<file path="src/rtl/uart_tx_cfg_if.sv">
// rtl/uart_tx_cfg_if.sv - word handshake into the uart_tx_cfg input FIFO
interface uart_tx_cfg_if #(
  parameter int DATA_BITS = 8
);
  logic [DATA_BITS-1:0] tx_data;
  logic                 tx_valid;
  logic                 tx_ready;

  modport master (output tx_data, output tx_valid, input tx_ready);
  modport slave  (input tx_data, input tx_valid, output tx_ready);
endinterface

</file>
<file path="src/rtl/uart_tx_cfg.sv">
// rtl/uart_tx_cfg.sv - configurable UART transmitter with input FIFO and back-to-back frames
module uart_tx_cfg #(
  parameter int CLKRATE    = 25000000,
  parameter int BAUDRATE   = 9600,
  parameter int DATA_BITS  = 8,
  parameter int PARITY     = 0,
  parameter int STOP_BITS  = 1,
  parameter int FIFO_DEPTH = 4
) (
  input  logic                          clk,
  input  logic                          rst,
  uart_tx_cfg_if.slave                  s,
  output logic                          tx,
  output logic                          busy,
  output logic                          txdone,
  output logic [$clog2(FIFO_DEPTH):0]   fifo_count
);

  localparam int DIV  = CLKRATE / BAUDRATE;
  localparam int BW   = $clog2(DIV);
  localparam int AW   = $clog2(FIFO_DEPTH);
  localparam int CNTW = AW + 1;

  localparam logic [BW-1:0]   BAUD_LAST = BW'(DIV - 1);
  localparam logic [CNTW-1:0] FULL      = CNTW'(FIFO_DEPTH);
  localparam logic [3:0]      LAST_DATA = 4'(DATA_BITS - 1);
  localparam logic [3:0]      LAST_STOP = 4'(STOP_BITS - 1);

  typedef enum logic [2:0] {IDLE, START, DATA, PAR, STOP} state_t;

  state_t               state;
  logic [BW-1:0]        baud_cnt;
  logic [3:0]           bit_idx;
  logic [DATA_BITS-1:0] shreg;
  logic                 par_bit;

  logic [DATA_BITS-1:0] mem [FIFO_DEPTH];
  logic [AW-1:0]        wr_ptr;
  logic [AW-1:0]        rd_ptr;

  logic                 push;
  logic                 pop;
  logic                 baud_wrap;
  logic                 frame_end;
  logic [DATA_BITS-1:0] head;

  function automatic logic parity_of(input logic [DATA_BITS-1:0] d);
    return (PARITY == 1) ? ~^d : ^d;
  endfunction

  // Ready depends only on the registered count, so a full FIFO refuses a push even while popping.
  assign s.tx_ready = (fifo_count < FULL);
  assign push       = s.tx_valid && s.tx_ready;
  assign baud_wrap  = (baud_cnt == BAUD_LAST);
  assign frame_end  = (state == STOP) && baud_wrap && (bit_idx == LAST_STOP);
  assign pop        = (fifo_count != '0) && ((state == IDLE) || frame_end);
  assign head       = mem[rd_ptr];

  always_ff @(posedge clk) begin
    if (push) begin
      mem[wr_ptr] <= s.tx_data;
    end
  end

  always_ff @(posedge clk or posedge rst) begin
    if (rst) begin
      wr_ptr     <= '0;
      rd_ptr     <= '0;
      fifo_count <= '0;
    end else begin
      if (push) begin
        wr_ptr <= wr_ptr + AW'(1);
      end
      if (pop) begin
        rd_ptr <= rd_ptr + AW'(1);
      end
      fifo_count <= fifo_count + CNTW'(push) - CNTW'(pop);
    end
  end

  always_ff @(posedge clk or posedge rst) begin
    if (rst) begin
      state    <= IDLE;
      baud_cnt <= '0;
      bit_idx  <= '0;
      shreg    <= '0;
      par_bit  <= 1'b0;
      tx       <= 1'b1;
      busy     <= 1'b0;
      txdone   <= 1'b0;
    end else begin
      txdone <= 1'b0;
      if (state != IDLE) begin
        baud_cnt <= baud_wrap ? '0 : baud_cnt + BW'(1);
      end
      case (state)
        IDLE: begin
          tx <= 1'b1;
          if (pop) begin
            shreg    <= head;
            par_bit  <= parity_of(head);
            baud_cnt <= '0;
            tx       <= 1'b0;
            busy     <= 1'b1;
            state    <= START;
          end
        end
        START: begin
          if (baud_wrap) begin
            tx      <= shreg[0];
            shreg   <= shreg >> 1;
            bit_idx <= '0;
            state   <= DATA;
          end
        end
        DATA: begin
          if (baud_wrap) begin
            if (bit_idx == LAST_DATA) begin
              bit_idx <= '0;
              if (PARITY != 0) begin
                tx    <= par_bit;
                state <= PAR;
              end else begin
                tx    <= 1'b1;
                state <= STOP;
              end
            end else begin
              tx      <= shreg[0];
              shreg   <= shreg >> 1;
              bit_idx <= bit_idx + 4'd1;
            end
          end
        end
        PAR: begin
          if (baud_wrap) begin
            tx      <= 1'b1;
            bit_idx <= '0;
            state   <= STOP;
          end
        end
        STOP: begin
          if (baud_wrap) begin
            if (bit_idx == LAST_STOP) begin
              txdone  <= 1'b1;
              bit_idx <= '0;
              // A queued word starts its START bit on this same edge: no idle gap.
              if (pop) begin
                shreg   <= head;
                par_bit <= parity_of(head);
                tx      <= 1'b0;
                state   <= START;
              end else begin
                busy  <= 1'b0;
                state <= IDLE;
              end
            end else begin
              bit_idx <= bit_idx + 4'd1;
            end
          end
        end
        default: begin
          tx    <= 1'b1;
          busy  <= 1'b0;
          state <= IDLE;
        end
      endcase
    end
  end

endmodule
</file>
<file path="src/flat_wrapper.sv">
// flat-port wrapper written by rule: the top's interface ports become plain ports
module uart_tx_cfg_flat 
#(
  parameter int CLKRATE    = 25000000,
  parameter int BAUDRATE   = 9600,
  parameter int DATA_BITS  = 8,
  parameter int PARITY     = 0,
  parameter int STOP_BITS  = 1,
  parameter int FIFO_DEPTH = 4
)
  (clk, rst, tx, busy, txdone, fifo_count, s_tx_data, s_tx_valid, s_tx_ready);
  uart_tx_cfg_if #(.DATA_BITS(DATA_BITS)) s_i ();
  input  logic clk;
  input  logic rst;
  output logic tx;
  output logic busy;
  output logic txdone;
  output logic [$clog2(FIFO_DEPTH):0] fifo_count;
  input wire logic [$bits(s_i.tx_data)-1:0] s_tx_data;
  input wire logic [$bits(s_i.tx_valid)-1:0] s_tx_valid;
  output wire logic [$bits(s_i.tx_ready)-1:0] s_tx_ready;
  assign s_i.tx_data = s_tx_data;
  assign s_i.tx_valid = s_tx_valid;
  assign s_tx_ready = s_i.tx_ready;
  uart_tx_cfg #(.CLKRATE(CLKRATE), .BAUDRATE(BAUDRATE), .DATA_BITS(DATA_BITS), .PARITY(PARITY), .STOP_BITS(STOP_BITS), .FIFO_DEPTH(FIFO_DEPTH)) u_core (.clk(clk), .rst(rst), .s(s_i), .tx(tx), .busy(busy), .txdone(txdone), .fifo_count(fifo_count));
endmodule
</file>
<file path="config.mk">
export PLATFORM = sky130hd
export DESIGN_NAME = uart_tx_cfg_flat
export DESIGN_NICKNAME = d
export VERILOG_FILES = /design/src/rtl/uart_tx_cfg_if.sv /design/src/rtl/uart_tx_cfg.sv /design/src/flat_wrapper.sv
export SDC_FILE = /design/constraint.sdc
export NUM_CORES = 1
export LEC_CHECK = 0
export ABC_AREA = 1
export BUFFER_PORTS_ARGS = -buffer_cell sky130_fd_sc_hd__buf_2
export CAP_MARGIN = 15
export CELL_PAD_IN_SITES_DETAIL_PLACEMENT = 2
export CELL_PAD_IN_SITES_GLOBAL_PLACEMENT = 2
export CORE_MARGIN = 4
export CORE_UTILIZATION = 23
export DETAILED_ROUTE_END_ITERATION = 12
export PLACE_DENSITY_LB_ADDON = 0.1
export REMOVE_ABC_BUFFERS = 1
export SLEW_MARGIN = 25
export SYNTH_ARGS = -nofsm -noshare
export SYNTH_HDL_FRONTEND = slang
export SYNTH_SLANG_ARGS = --single-unit
</file>
<file path="constraint.sdc">
create_clock -name clk -period 4.2 [get_ports clk]
set_input_delay 1.05 -clock clk [delete_from_list [all_inputs] [get_ports clk]]
set_output_delay 1.05 -clock clk [all_outputs]
set_load 0.02 [all_outputs]
</file>
# After elaboration in Yosys (flattened, before gate mapping)
# Memories as Yosys holds them, arrays and structs flattened.
# Cells that the tools add are included.
[op_classes] add_sub_neg=6 n_shift=0 reduce_logical=18 n_mux=45 n_bitwise=1 multipliers=0 n_eq_ne=17 n_div=0 order_cmp=1
[op_table] operator="$mux 12" n=4
[op_table] operator="$mux 8" n=6
[op_table] operator="$pmux 8 s4" n=1
[op_table] operator="$mux 3" n=7
[op_table] operator="$mux 4" n=5
[op_table] operator="$mux 1" n=18
[op_table] operator="$ne 2x1->1 const B" n=8
[op_table] operator="$pmux 3 s5" n=1
[op_table] operator="$add 12x1->12 const B" n=1
[op_table] operator="$eq 12x12->1 const B" n=1
[op_table] operator="$pmux 4 s3" n=1
[op_table] operator="$reduce_and 6->1" n=2
[op_table] operator="$reduce_bool 3->1" n=3
[op_table] operator="$reduce_and 7->1" n=1
[op_table] operator="$eq 3x2->1 const B" n=2
[op_table] operator="$ne 2x2->1 const B" n=3
[op_table] operator="$pmux 1 s5" n=1
[op_table] operator="$reduce_and 5->1" n=1
[op_table] operator="$add 2x1->2 const B" n=2
[op_table] operator="$add 4x1->4 const B" n=1
[op_table] operator="$eq 4x3->1 const B" n=1
[op_table] operator="$logic_and 1x1->1" n=4
[op_table] operator="$logic_not 4->1" n=1
[op_table] operator="$reduce_and 4->1" n=1
[op_table] operator="other kinds (12)" n=12
[totals] n_memories=1 register_bits=37 inputBits=11 mem_bits_rw=32 wordCells=99 latchBits=0 mem_bits_ro=0
[memory_table] memory="u_core.mem" depth=4 width=8 read_ports=1 rd_ports_with_merged_regs=0 write_ports=1 line_no="uart_tx_cfg.sv:37" rtl="logic [DATA_BITS-1:0] mem [FIFO_DEPTH];"

# Logic depth before layout (Yosys ltp)
# Gate-level depths: netlist of run 1.
[depth] ltp_word=9 mapped_depth=13 ltp_nobuf=13

# Worst setup path after synthesis of run 1
# OpenSTA, ideal clock, no wires.
[synth_timing] kind="register to register" start="register u_core.fifo_count[2]" end="register u_core.fifo_count[2]" stages_incl_launch_ff=10 period_less_slack_ps=2173 path_buffers=0 setup_time_ps=129 slack_ps=2027 arrival_time_ps=2044 cell_sequence="dfrtp_1 inv_1 nand3_1 nand2_4 inv_2 ha_1 inv_1 ha_1 fa_1 xor2_1"
[synth_between] elab_chain_cells=4 elab_cells_between_ends=6
[synth_rtl] item="from (decl)" line_no="uart_tx_cfg.sv:16" rtl="output logic [$clog2(FIFO_DEPTH):0] fifo_count"
[synth_rtl] item="from (signal assigned)" line_no="uart_tx_cfg.sv:77" rtl="fifo_count <= fifo_count + CNTW'(push) - CNTW'(pop);"
[synth_rtl] item="$lt 3x3->1" line_no="uart_tx_cfg.sv:52" rtl="assign s.tx_ready = (fifo_count < FULL);"
[synth_rtl] item="net s_tx_ready" line_no="flat_wrapper.sv:21" rtl="output wire logic [$bits(s_i.tx_ready)-1:0] s_tx_ready;"
[synth_rtl] item="$logic_and 1x1->1" line_no="uart_tx_cfg.sv:53" rtl="assign push = s.tx_valid && s.tx_ready;"
[synth_rtl] item="$add 3x1->3" line_no="uart_tx_cfg.sv:77"
[synth_rtl] item="$sub 3x1->3" line_no="uart_tx_cfg.sv:77"
# The timed path passes the listed nets, and every way through them passes these cells.
# A chain may end at the register's enable or synchronous reset.

# Final worst setup path of run 1
[layout_timing] start="register u_core.bit_idx[0]" end="register u_core.fifo_count[2]"
[layout_between] elab_chain_cells=5
[layout_rtl] item="from (decl)" line_no="uart_tx_cfg.sv:33" rtl="logic [3:0] bit_idx;"
[layout_rtl] item="from (signal assigned)" line_no="uart_tx_cfg.sv:130" rtl="bit_idx <= bit_idx + 4'd1;"
[layout_rtl] item="from (signal assigned)" line_no="uart_tx_cfg.sv:157" rtl="bit_idx <= bit_idx + 4'd1;"
[layout_rtl] item="$logic_not 4->1" line_no="uart_tx_cfg.sv:55" rtl="assign frame_end = (state == STOP) && baud_wrap && (bit_idx == LAST_STOP);"
[layout_rtl] item="$logic_and 1x1->1" line_no="uart_tx_cfg.sv:55"
[layout_rtl] item="$logic_or 1x1->1" line_no="uart_tx_cfg.sv:56" rtl="assign pop = (fifo_count != '0) && ((state == IDLE) || frame_end);"
[layout_rtl] item="$logic_and 1x1->1" line_no="uart_tx_cfg.sv:56"
[layout_rtl] item="$sub 3x1->3" line_no="uart_tx_cfg.sv:77"
# No other way between the ends.

==> Implementation_results.wiki, run 1 <==
{| class="wikitable"
! Metric !! Value
|-
| Result of the run || finished, final reports clean
|-
| H-Tree Level Count || 3
|-
| Largest net degree at the start of global routing || 38
|-
| Proportion of synthesized chip area in sequential cells || between 50% and 60%
|-
| Row Count || between 40 and 50
|-
| Cts bufs inserted || 9
|-
| Top FF cell, synth || sky130_fd_sc_hd__dfrtp_1
|-
| Endpoint with the worst hold slack || u_core.tx
|-
| Iteration count of the initial detailed-routing pass || 3
|-
| Via count of the first global-routing pass || around 3,000
|-
| Clock insertion delay at the later pin of the skew report || approximately 0.34 ns
|-
| RSZ-0062 raised after global routing || false
|-
| Maximum number of buffers from clock root to sink || 2
|-
| Share of the synthesized area in the top cell type || between 20% and 30%
|-
| Hold path cells || 2
|-
| Achievable clock frequency || 430.7 MHz
|-
| Capturing element type of the critical path || flip-flop
|-
| Post-cts hold buffer count || 0
|-
| Clock-pin transition on the worst setup and hold timing paths || roughly 0.06 ns
|-
| Category of the most critical setup path || flip-flop to flip-flop
|-
| Die span in y || around 130 µm
|-
| Layout net count || about 420
|-
| #FFs+latches synth || roughly 70
|-
| Final worst path period share || 55.28%
|-
| Relative max-transition margin || ~40%
|-
| Hold Startpoint || u_core.tx
|-
| Post-Route WL || a little over 9 mm
|-
| Top-level port count || 18
|-
| Highest net fanout along the worst path || 6
|-
| FF-to-FF Start || u_core.bit_idx[0]
|-
| Synth async-reset ratio || 53.62%
|-
| Full die area || between 15,000 and 20,000 µm²
|-
| Register share of total power || approximately 34%
|-
| Number of synthesized flops with an enable pin || 32
|-
| Total standard cell area after synthesis || between 3000 and 4000 µm²
|-
| Setup Skew || between 0.005 and 0.006 ns
|-
| Average via count per standard cell || approximately 4.4
|-
| Overflow left after global routing || 0
|-
| Hold Slack || 0.4587 ns
|-
| Reg-to-reg critical path endpoint || u_core.fifo_count[2]
|-
| Average detailed-routed wire length per instance || roughly 16 µm
|-
| Count of endpoints failing setup in the final report || 0
|-
| Most frequent standard cell in the layout excluding fill and tap cells || sky130_fd_sc_hd__nand2_1
|-
| Total global-route track usage || a little under an eighth
|-
| Number of remaining DRC errors || 0
|-
| P per Cell Area || 750.3 nW/µm²
|-
| Commonest non-fill, non-tap cells in the layout || 63 x sky130_fd_sc_hd__nand2_1, 49 x sky130_fd_sc_hd__nor2_1, 37 x sky130_fd_sc_hd__inv_1, 37 x sky130_fd_sc_hd__nand3_1, 36 x sky130_fd_sc_hd__dfrtp_1
|-
| Cell-internal power || 1.730 mW
|-
| Root Buffer || sky130_fd_sc_hd__clkbuf_16
|-
| FF-to-FF setup slack || 1.88 ns
|-
| Arrival @ worst endpoint || between 2 and 3 ns
|-
| Synthesized netlist cell count || ~370
|-
| Switching portion of total power || roughly 44%
|-
| Yosys Warn Count || 0
|-
| Number of distinct standard cells referenced by the synthesized netlist || 35
|-
| Initial core utilization || between 20% and 30%
|-
| Power share of the clock group || 24.9%
|-
| Placement-stage cell area || approximately 3800 µm²
|-
| X dimension of the die || about 130 µm
|-
| Min cycle time layout || about 2.3 ns
|-
| Number of gates resized after CTS || 0
|-
| Min setup slack post-route || 1.878 ns
|-
| Share of cells above drive strength 1 || between 10% and 20%
|-
| Largest cells by area after synthesis || sky130_fd_sc_hd__edfxtp_1 27%, sky130_fd_sc_hd__dfrtp_1 26%, sky130_fd_sc_hd__nand2_1 6.8%, sky130_fd_sc_hd__nand3_1 5.3%, sky130_fd_sc_hd__nor2_1 5.3%
|-
| Final GP Congestion || 0.7252
|-
| Number of clock sinks || a little under 70
|-
| Startpoint kind of the worst setup timing path || flip-flop
|-
| Avg Synthesized Cell Area || between 9 and 10 µm²
|-
| Worst min-delay path class || flip-flop to flip-flop
|-
| Worst-case setup slack after placement || around 1.7 ns
|-
| Core box area || roughly 15,000 µm²
|-
| Final Hold Fails || 0
|-
| Worst IR drop on VDD || 0.0002394 V
|-
| Number of violations of the max-capacitance limit || 0
|-
| Combinational cell fraction of total power || 41.5%
|-
| Static leakage || roughly 1.8 nW
|-
| Largest area contributor in the netlist || sky130_fd_sc_hd__edfxtp_1
|-
| Layout area overhead || 16.76%
|-
| First-pass GRT wire length || approximately 16 mm
|-
| Buffers inserted during post-CTS setup optimization || 0
|-
| CTS tree || built
|-
| Port buffer count || 17
|-
| Detailed-route via count || 2,581
|-
| Number of cells on the worst reg-to-reg path || 13
|-
| Area of all placed cells without fillers || approximately 4100 µm²
|-
| Total half-perimeter wirelength after legalization and detailed placement || 6.702 mm
|-
| Switching power || 1.339 mW
|-
| Worst slew pin tran || a little under 0.9 ns
|-
| Antenna Violating Nets Remaining || 0
|-
| Number of diodes || 0
|-
| Post-Route Setup TNS || 0 ns
|-
| Data required time of the critical path || around 4.4 ns
|-
| Antenna violations before repair || 0
|-
| Final count of pins violating max slew || 0
|-
| DRC marker count from the first detailed-route iteration || 76
|}
state kept, by name, indices dropped and copies added (netlist names):
signal / flops
u_core.baud_cnt: 12
u_core.bit_idx: 4
u_core.busy: 1
u_core.fifo_count: 3
u_core.mem: 32
u_core.rd_ptr: 2
u_core.shreg: 8
u_core.state: 3
u_core.tx: 1
u_core.txdone: 1
u_core.wr_ptr: 2
power by group through the flow:
stage	logic [mW]	clock network, mW	registers, mW
2_1_floorplan	0.938	0	1.03
3_3_place_gp	1.29	0	1.05
3_5_place_dp	1.32	0	1.05
4_1_cts	1.32	0.801	1.04
5_1_grt	1.48	0.833	1.06
6_report	1.27	0.765	1.03
how the worst max path moves through the flow:
stage / start / end / cells after the start
2_1_floorplan: u_core.fifo_count[2] / u_core.fifo_count[2] / 9
3_3_place_gp: s_tx_valid / u_core.mem[0][5] / 3
3_5_place_dp: s_tx_valid / u_core.mem[1][5] / 3
4_1_cts: u_core.bit_idx[0] / u_core.fifo_count[2] / 13
5_1_grt: u_core.bit_idx[0] / u_core.fifo_count[2] / 13
6_report: u_core.bit_idx[0] / u_core.fifo_count[2] / 13
worst max-delay path: stages (launching register included):
cell and delay (ns):
sky130_fd_sc_hd__dfrtp_1 0.37, sky130_fd_sc_hd__inv_1 0.09, sky130_fd_sc_hd__ha_1 0.22, sky130_fd_sc_hd__nand3_1 0.14, sky130_fd_sc_hd__nor2_4 0.06, sky130_fd_sc_hd__nand3_2 0.07
sky130_fd_sc_hd__nand2_2 0.07, sky130_fd_sc_hd__nand2_4 0.12, sky130_fd_sc_hd__inv_2 0.06, sky130_fd_sc_hd__ha_1 0.26, sky130_fd_sc_hd__inv_1 0.04, sky130_fd_sc_hd__ha_1 0.18
sky130_fd_sc_hd__fa_1 0.37, sky130_fd_sc_hd__xor2_1 0.17
synthesized netlist by cell type, drive strengths merged (2+ instances only):
cell and n:
buf 4, xor2 10, edfxtp 32, o21a 7, inv 49, o211ai 2
a21oi 8, nand4 2, nor3 2, o21ai 28, nor2 58, nand2 76
clkinv 2, o22ai 3, dfrtp 36, nand3 39, ha 9
per-stage QoR:
| step | std cells | total power [mW] | utilization (%) |
|---|---|---|---|
| after floorplan | 369 | 1.968 | - |
| after global placement | 571 | 2.338 | 25.82 |
| after detailed placement | 571 | 2.365 | 25.82 |
| after CTS | 587 | 3.162 | 27.82 |
| after global routing | 587 | 3.377 | 27.82 |
| final | 587 | 3.068 | 27.82 |
routing by layer:
metal  vias up  wire [µm]  track usage [%]
li1       1273          -                -
met4         0        109            3.151
met2        19       4842            21.03
met5         -          0                0
met1      1281       4104            13.39
met3         8        232            3.517
kinds of logic (layout without fill, tap and decap cells):
family | Yosys count | count (layout) | synth area share [%]
AOI/OAI and AO/OA | 50 | 50 | 8.039
DFF | 69 | 69 | 53.91
and+or+nand+nor | 178 | 178 | 25.01
buffers and inverters | 56 | 85 | 6.502
adders and majority gates | 10 | 10 | 3.787
xor gates and xnor gates | 11 | 11 | 2.751
area by class of cell:
cell class | count | area, µm²
multi-input combinational | 249 | 1386
timing repair buffer | 18 | 92.59
clock inverter | 7 | 68.82
inverter | 51 | 197.7
tap | 184 | 230.2
sequential | 69 | 1888
fill | 1636 | 10610
clock buffer | 9 | 225.2
Power figures use the tool's default switching activity.
==> inputs of run 2 (changes only) <==
- clock period: 4.2 -> 2.22 ns (I/O delays scaled with it)
==> run 2 against run 1 <==
  * Fmax grew 10%
  * Worst hold slack got worse by 0.23 ns
  * Via count up 3.0%
  * Sequential power increased by 81%
  * Sequential share of layout area down 2.3 points
  * Critical path depth decreased by 1
==> Implementation_results.wiki, run 2 (synthesis gave the netlist of run 1 again) <==
{| class="wikitable"
! Metric !! Value
|-
| Layout net count || 441 (was 419)
|-
| Category of the most critical setup path || flip-flop to flip-flop (unchanged)
|-
| Worst min-delay path class || input port to async pin (was flip-flop to flip-flop)
|-
| CP most frequent cell || sky130_fd_sc_hd__ha_4 (was sky130_fd_sc_hd__ha_1)
|-
| Largest stage delay on the critical path || 0.44 ns (was 0.37 ns)
|-
| Die span in y || 131.4 µm (unchanged)
|-
| Highest net fanout along the worst path || 2 (was 6)
|-
| Data required time of the critical path || 2.44 ns (was 4.43 ns)
|-
| Total half-perimeter wirelength after legalization and detailed placement || 6.705 mm (was 6.702 mm)
|-
| Full die area || 17,260 µm² (unchanged)
|-
| Number of diodes || 0 (unchanged)
|-
| Top-level port count || 18 (unchanged)
|-
| Achievable clock frequency || 474.9 MHz (was 430.7 MHz)
|-
| Arrival @ worst endpoint || 2.32 ns (was 2.55 ns)
|-
| Result of the run || finished, final reports clean (unchanged)
|-
| Ordered list of cells on the worst path || inv_2, ha_4, nand3_4, nor2_4, nand3_2, nand2_2, nand2_4, inv_4, ha_4, inv_1, ha_2, fa_2 (was inv_1, ha_1, nand3_1, nor2_4, nand3_2, nand2_2, nand2_4, inv_2, ha_1, inv_1, ha_1, fa_1, xor2_1)
|-
| Multi-input combinational cell area || 1436 µm² (was 1386 µm²)
|-
| Switching power || 2.493 mW (was 1.339 mW)
|-
| Final count of pins violating max slew || 0 (unchanged)
|-
| Number of fill cells in the layout || 1,644 (was 1,636)
|-
| Switching portion of total power || 42.16% (was 43.63%)
|-
| Antenna violations before repair || 0 (unchanged)
|-
| Via count of the first global-routing pass || 3,026 (was 2,998)
|-
| Power share of the clock group || 23.0% (was 24.9%)
|-
| Final GP Congestion || 0.7230 (was 0.7252)
|-
| Clock-pin transition on the worst setup and hold timing paths || 0.06 ns (about the same)
|-
| Average detailed-routed wire length per instance || 15.50 µm (was 15.82 µm)
|-
| Number of violations of the max-capacitance limit || 0 (unchanged)
|-
| Setup Skew || 0.006341 ns (was 0.005293 ns)
|-
| Relative max-transition margin || 74.15% (was 40.47%)
|-
| Final Hold Fails || 0 (unchanged)
|-
| Most frequent standard cell in the layout excluding fill and tap cells || sky130_fd_sc_hd__nand2_1 (unchanged)
|-
| CTS tree || built (unchanged)
|-
| Min cycle time layout || 2.106 ns (was 2.322 ns)
|-
| Worst slew pin tran || 0.3873 ns (was 0.8896 ns)
|-
| Core box area || 14,700 µm² (unchanged)
|-
| First-pass GRT wire length || 16.13 mm (was 15.87 mm)
|-
| Static leakage || 1.912 nW (was 1.808 nW)
|-
| H-Tree Level Count || 3 (unchanged)
|-
| Layout area overhead || 22.90% (was 16.76%)
|-
| Crit-path leading delay family || adder cells (unchanged)
|-
| Post-cts hold buffer count || 0 (unchanged)
|-
| Initial core utilization || 23.83% (unchanged)
|-
| Count of endpoints failing setup in the final report || 0 (unchanged)
|-
| Commonest non-fill, non-tap cells in the layout || 63 x sky130_fd_sc_hd__nand2_1, 49 x sky130_fd_sc_hd__nor2_1, 36 x sky130_fd_sc_hd__dfrtp_1 (was 63 x sky130_fd_sc_hd__nand2_1, 49 x sky130_fd_sc_hd__nor2_1, 37 x sky130_fd_sc_hd__inv_1, 37 x sky130_fd_sc_hd__nand3_1, 36 x sky130_fd_sc_hd__dfrtp_1)
|-
| Critical Path Slowest Stage Cell || sky130_fd_sc_hd__fa_2 (was sky130_fd_sc_hd__dfrtp_1)
|-
| Detailed-route via count || 2,658 (was 2,581)
|-
| Startpoint kind of the worst setup timing path || flip-flop (unchanged)
|-
| Cell-internal power || 3.420 mW (was 1.730 mW)
|-
| Row Count || 44 (unchanged)
|-
| Critical Path Stages || 12 (was 13)
|-
| DRC marker count from the first detailed-route iteration || 80 (was 76)
|-
| Number of remaining DRC errors || 0 (unchanged)
|-
| Average via count per standard cell || 4.365 (was 4.397)
|-
| X dimension of the die || 131.4 µm (unchanged)
|-
| Root Buffer || sky130_fd_sc_hd__clkbuf_16 (unchanged)
|-
| Maximum number of buffers from clock root to sink || 2 (unchanged)
|-
| Post-Route WL || 9.440 mm (was 9.289 mm)
|-
| Placement-stage cell area || 3950 µm² (was 3795 µm²)
|-
| Registers with the most flip-flops || u_core.mem x32, u_core.baud_cnt x12, u_core.shreg x8 (unchanged)
|-
| Post-Route Setup TNS || 0 ns (unchanged)
|-
| Port buffer count || 17 (unchanged)
|-
| Final Core Density || 29.28% (was 27.82%)
|-
| Final worst path period share || 94.85% (was 55.28%)
|-
| Number of cells on the worst reg-to-reg path || 12 (was 13)
|-
| Area of all placed cells without fillers || 4304 µm² (was 4089 µm²)
|-
| Share of cells above drive strength 1 || 24.00% (was 17.87%)
|-
| Largest net degree at the start of global routing || 38 (unchanged)
|-
| Iteration count of the initial detailed-routing pass || 4 (was 3)
|-
| Total global-route track usage || 11.98% (was 11.63%)
|-
| Overflow left after global routing || 0 (unchanged)
|-
| Antenna Violating Nets Remaining || 0 (unchanged)
|-
| Most flop-heavy register || u_core.mem (unchanged)
|-
| Worst IR drop on VDD || 0.0004642 V (was 0.0002394 V)
|-
| Sequential cell area in the final layout || 1888 µm² (unchanged)
|-
| Crit path buffers/inverters || 3 (unchanged)
|-
| Cts bufs inserted || 9 (unchanged)
|-
| Capturing element type of the critical path || flip-flop (unchanged)
|-
| Number of flip-flops under the largest register name || 32 (unchanged)
|-
| P per Cell Area || 1374 nW/µm² (was 750.3 nW/µm²)
|-
| Number of clock sinks || 69 (unchanged)
|-
| Combinational cell fraction of total power || 45.5% (was 41.5%)
|-
| Register share of total power || 31.5% (was 33.6%)
|-
| Clock insertion delay at the later pin of the skew report || 0.34 ns (about the same)
|}
run 2: cell count changes in the layout (fill, tap and decap cells not counted), sizes merged:
| cell | previous run | this run |
|---|---|---|
| buf | 18 | 40 |
| clkbuf | 9 | 11 |
| clkinvlp | 0 | 3 |
| clkinv | 3 | 5 |
| inv | 55 | 48 |
run 2: cell type report:
| class | instances | share of cell area, % |
|---|---|---|
| multi-input combinational | 249 | 33.37 |
| sequential | 69 | 43.87 |
| clock inverter | 5 | 0.8430 |
| tap | 184 | 5.349 |
| timing repair buffer | 40 | 6.279 |
| inverter | 51 | 4.651 |
| clock buffer | 11 | 5.640 |
run 2: power groups by stage:
stage	clock [mW]	sequential [mW]	combinational, mW
floorplan	0	1.95	1.78
global placement	0	1.88	2.68
detailed placement	0	1.89	2.73
CTS	1.42	1.87	2.75
global route	1.49	1.90	3.12
finish	1.36	1.86	2.69
run 2: metal layers:
| metal | track usage [%] | wire length, µm | part of all wire [%] |
|---|---|---|---|
| met3 | 3.173 | 217 | 2.3 |
| met4 | 4.551 | 124 | 1.3 |
| met5 | 0 | 0 | 0 |
| met2 | 21.40 | 4973 | 53 |
| met1 | 13.76 | 4125 | 44 |
run 2: through the flow:
step                      setup WS (ns)  total power [mW]  instances  hold slack, ns
after global routing           -0.01165             6.516        609          0.2423
after CTS                      0.007681             6.039        606          0.2304
after floorplan                 0.04736             3.723        369          0.4422
after detailed placement       -0.02075             4.617        590          0.4609
final                            0.1143             5.913        609          0.2286
after global placement          0.03884             4.554        590          0.4534
run 2: path summary, 6_finish.rpt:
kind	from	endpoint	slack (ns)
max reg2reg	u_core.bit_idx[1]	u_core.fifo_count[1]	0.11
min reg2reg	u_core.tx	u_core.tx	0.47
min in group clk	s_tx_data[6]	u_core.mem[3][6]	0.43
max	u_core.bit_idx[1]	u_core.fifo_count[1]	0.11
max in group asynchronous	rst	u_core.tx	1.72
min	rst	u_core.wr_ptr[1]	0.23
run 2: worst register-to-register path, stage by stage (launching register included):
cell	delay [ns]
sky130_fd_sc_hd__dfrtp_1	0.39
sky130_fd_sc_hd__inv_2	0.08
sky130_fd_sc_hd__ha_4	0.14
sky130_fd_sc_hd__nand3_4	0.09
sky130_fd_sc_hd__nor2_4	0.13
sky130_fd_sc_hd__nand3_2	0.07
sky130_fd_sc_hd__nand2_2	0.10
sky130_fd_sc_hd__nand2_4	0.06
sky130_fd_sc_hd__inv_4	0.07
sky130_fd_sc_hd__ha_4	0.19
sky130_fd_sc_hd__inv_1	0.05
sky130_fd_sc_hd__ha_2	0.18
sky130_fd_sc_hd__fa_2	0.44
run 2: repair_timing:
action                                  in CTS  in global routing
pin swaps                                    0                  5
buffers inserted                             0                  3
gates resized for setup                      1                 11
endpoints found under the setup margin       1                  2
==> inputs of run 3 (changes only) <==
- RECOVER_POWER: default -> 50
==> run 3 against run 2 <==
  * Register-to-register slack is essentially flat
  * Count of clock-buffer cells in the layout is the same
  * Worst hold slack gained 0.24 ns
  * Critical path depth is the same
  * Critical endpoint unchanged
  * Via count is essentially flat
  * Clock skew grew 0.00068 ns
  * Non-clock buffer count is the same
  * Routed wire length is essentially flat
==> Implementation_results.wiki, run 3 (synthesis gave the netlist of run 1 again) <==
{| class="wikitable"
! Metric !! Value
|-
| Worst min-delay path class || flip-flop to flip-flop (was input port to async pin)
|-
| Port buffer count || 17 (unchanged)
|-
| Worst IR drop on VDD || 0.0004645 V (was 0.0004642 V)
|-
| Top-level port count || 18 (unchanged)
|-
| Post-cts hold buffer count || 0 (unchanged)
|-
| Min setup slack post-route || 0.1150 ns (was 0.1143 ns)
|-
| Cell-internal power || 3.415 mW (was 3.420 mW)
|-
| Average via count per standard cell || 4.368 (was 4.365)
|-
| Antenna violations before repair || 0 (unchanged)
|-
| Setup Skew || 0.007026 ns (was 0.006341 ns)
|-
| Overall Power || 5.908 mW (was 5.913 mW)
|-
| Final Hold Fails || 0 (unchanged)
|-
| Post-Route Setup TNS || 0 ns (unchanged)
|-
| Layout net count || 441 (unchanged)
|-
| Worst slew pin tran || 1.027 ns (was 0.3873 ns)
|-
| Number of clock sinks || 69 (unchanged)
|-
| Power share of the clock group || 23.0% (about the same)
|-
| X dimension of the die || 131.4 µm (unchanged)
|-
| Most frequent standard cell in the layout excluding fill and tap cells || sky130_fd_sc_hd__nand2_1 (unchanged)
|-
| Average detailed-routed wire length per instance || 15.51 µm (was 15.50 µm)
|-
| Commonest non-fill, non-tap cells in the layout || 63 x sky130_fd_sc_hd__nand2_1, 49 x sky130_fd_sc_hd__nor2_1, 36 x sky130_fd_sc_hd__dfrtp_1 (unchanged)
|-
| Achievable clock frequency || 475.1 MHz (was 474.9 MHz)
|-
| Cts bufs inserted || 9 (unchanged)
|-
| CTS tree || built (unchanged)
|-
| Max layer used || met4 (unchanged)
|-
| H-Tree Level Count || 3 (unchanged)
|-
| CP most frequent cell || sky130_fd_sc_hd__ha_4 (unchanged)
|-
| Routed wire length on met3 || 223 µm (was 217 µm)
|-
| Multi-input combinational cell area || 1436 µm² (unchanged)
|-
| First-pass GRT wire length || 16.13 mm (unchanged)
|-
| Capturing element type of the critical path || flip-flop (unchanged)
|-
| Highest net fanout along the worst path || 2 (unchanged)
|-
| Worst-case setup slack after placement || -0.02075 ns (unchanged)
|-
| Final worst path period share || 94.82% (was 94.85%)
|-
| Crit path buffers/inverters || 3 (unchanged)
|-
| Result of the run || finished, final reports clean (unchanged)
|-
| Registers with the most flip-flops || u_core.mem x32, u_core.baud_cnt x12, u_core.shreg x8 (unchanged)
|-
| Maximum number of buffers from clock root to sink || 2 (unchanged)
|-
| Clock insertion delay at the later pin of the skew report || 0.34 ns (about the same)
|-
| Overflow left after global routing || 0 (unchanged)
|-
| Final Core Density || 29.11% (was 29.28%)
|-
| Switching power || 2.493 mW (about the same)
|-
| Row Count || 44 (unchanged)
|-
| P per Cell Area || 1381 nW/µm² (was 1374 nW/µm²)
|-
| Largest net degree at the start of global routing || 38 (unchanged)
|-
| Share of cells above drive strength 1 || 22.12% (was 24.00%)
|-
| Post-Route WL || 9.447 mm (was 9.440 mm)
|-
| Min cycle time layout || 2.105 ns (was 2.106 ns)
|-
| Largest stage delay on the critical path || 0.44 ns (about the same)
|-
| Hold path cells || 2
|-
| Data required time of the critical path || 2.44 ns (about the same)
|-
| Category of the most critical setup path || flip-flop to flip-flop (unchanged)
|-
| Critical Path Slowest Stage Cell || sky130_fd_sc_hd__fa_2 (unchanged)
|-
| Die span in y || 131.4 µm (unchanged)
|-
| Arrival @ worst endpoint || 2.32 ns (about the same)
|-
| Switching portion of total power || 42.19% (was 42.16%)
|-
| DRC marker count from the first detailed-route iteration || 81 (was 80)
|-
| Combinational cell fraction of total power || 45.5% (about the same)
|-
| Startpoint kind of the worst setup timing path || flip-flop (unchanged)
|-
| Final GP Congestion || 0.7230 (unchanged)
|-
| Register share of total power || 31.5% (about the same)
|-
| Core box area || 14,700 µm² (unchanged)
|-
| Sequential cell area in the final layout || 1888 µm² (unchanged)
|-
| Number of flip-flops under the largest register name || 32 (unchanged)
|-
| Clock-pin transition on the worst setup and hold timing paths || 0.06 ns (about the same)
|-
| Iteration count of the initial detailed-routing pass || 4 (unchanged)
|-
| Total half-perimeter wirelength after legalization and detailed placement || 6.705 mm (unchanged)
|-
| Detailed-route via count || 2,660 (was 2,658)
|-
| Static leakage || 1.884 nW (was 1.912 nW)
|-
| Final count of pins violating max slew || 0 (unchanged)
|-
| Number of diodes || 0 (unchanged)
|-
| M1 wire length || 4.117 mm (was 4.125 mm)
|-
| Number of fill cells in the layout || 1,644 (unchanged)
|-
| Number of remaining DRC errors || 0 (unchanged)
|-
| Most flop-heavy register || u_core.mem (unchanged)
|-
| Count of endpoints failing setup in the final report || 0 (unchanged)
|-
| Relative max-transition margin || 31.55% (was 74.15%)
|-
| Antenna Violating Nets Remaining || 0 (unchanged)
|-
| Root Buffer || sky130_fd_sc_hd__clkbuf_16 (unchanged)
|-
| Initial core utilization || 23.83% (unchanged)
|-
| Total global-route track usage || 11.98% (unchanged)
|-
| Layout area overhead || 22.19% (was 22.90%)
|-
| Detail Route met2 WL || 4.981 mm (was 4.973 mm)
|-
| Crit-path leading delay family || adder cells (unchanged)
|-
| Number of violations of the max-capacitance limit || 0 (unchanged)
|-
| Number of cells on the worst reg-to-reg path || 12 (unchanged)
|-
| Critical Path Stages || 12 (unchanged)
|-
| Ordered list of cells on the worst path || inv_2, ha_4, nand3_4, nor2_4, nand3_2, nand2_2, nand2_4, inv_4, ha_4, inv_1, ha_2, fa_2 (unchanged)
|-
| Via count of the first global-routing pass || 3,026 (unchanged)
|-
| Full die area || 17,260 µm² (unchanged)
|}
-- run 3: tightest hold or removal path, stage by stage, from the launching register on --
cell and delay [ns]:
sky130_fd_sc_hd__dfstp_2 0.37, sky130_fd_sc_hd__nand2_1 0.05, sky130_fd_sc_hd__nand2_1 0.04
-- run 3: routing by layer --
metal | GRT usage [%] | vias up
met1 | 13.76 | 1320
met5 | 0 | -
met3 | 3.173 | 8
met2 | 21.40 | 21
li1 | - | 1311
met4 | 4.551 | 0
-- run 3: power groups by stage --
stage	combinational, mW	sequential [mW]	clock [mW]
after floorplan	1.78	1.95	0
after global placement	2.68	1.88	0
after detailed placement	2.73	1.89	0
after CTS	2.75	1.87	1.42
after global routing	3.12	1.90	1.49
final	2.69	1.86	1.36
-- run 3: layout make-up --
type | instances | share of cell area (%)
clock buffer | 11 | 5.673
clock inverter | 5 | 0.8480
inverter | 51 | 4.678
multi-input combinational | 249 | 33.57
sequential | 69 | 44.12
tap | 184 | 5.380
timing repair buffer | 40 | 5.731
-- run 3: metrics by stage --
stage,hold slack (ns),area (µm²),instances
5_1_grt,0.4777,4279,609
2_1_floorplan,0.4422,3472,369
3_5_place_dp,0.4609,3950,590
4_1_cts,0.2304,4234,606
3_3_place_gp,0.4534,3950,590
6_report,0.4658,4279,609
-- run 3: final timing paths --
kind / from / to / slack (ns)
hold reg to reg: u_core.tx / u_core.tx / 0.47
setup / recovery: u_core.bit_idx[1] / u_core.fifo_count[1] / 0.12
max in group asynchronous: rst / u_core.state[2] / 1.06
min in group asynchronous: rst / u_core.wr_ptr[0] / 0.51
setup reg to reg: u_core.bit_idx[1] / u_core.fifo_count[1] / 0.12
hold / removal: u_core.tx / u_core.tx / 0.47
-- run 3: repair_timing --
item | 4_1_cts | 5_1_grt
pin swaps | 0 | 5
endpoints found under the setup margin | 1 | 2
setup buffers | 0 | 3
gates resized for setup | 1 | 11
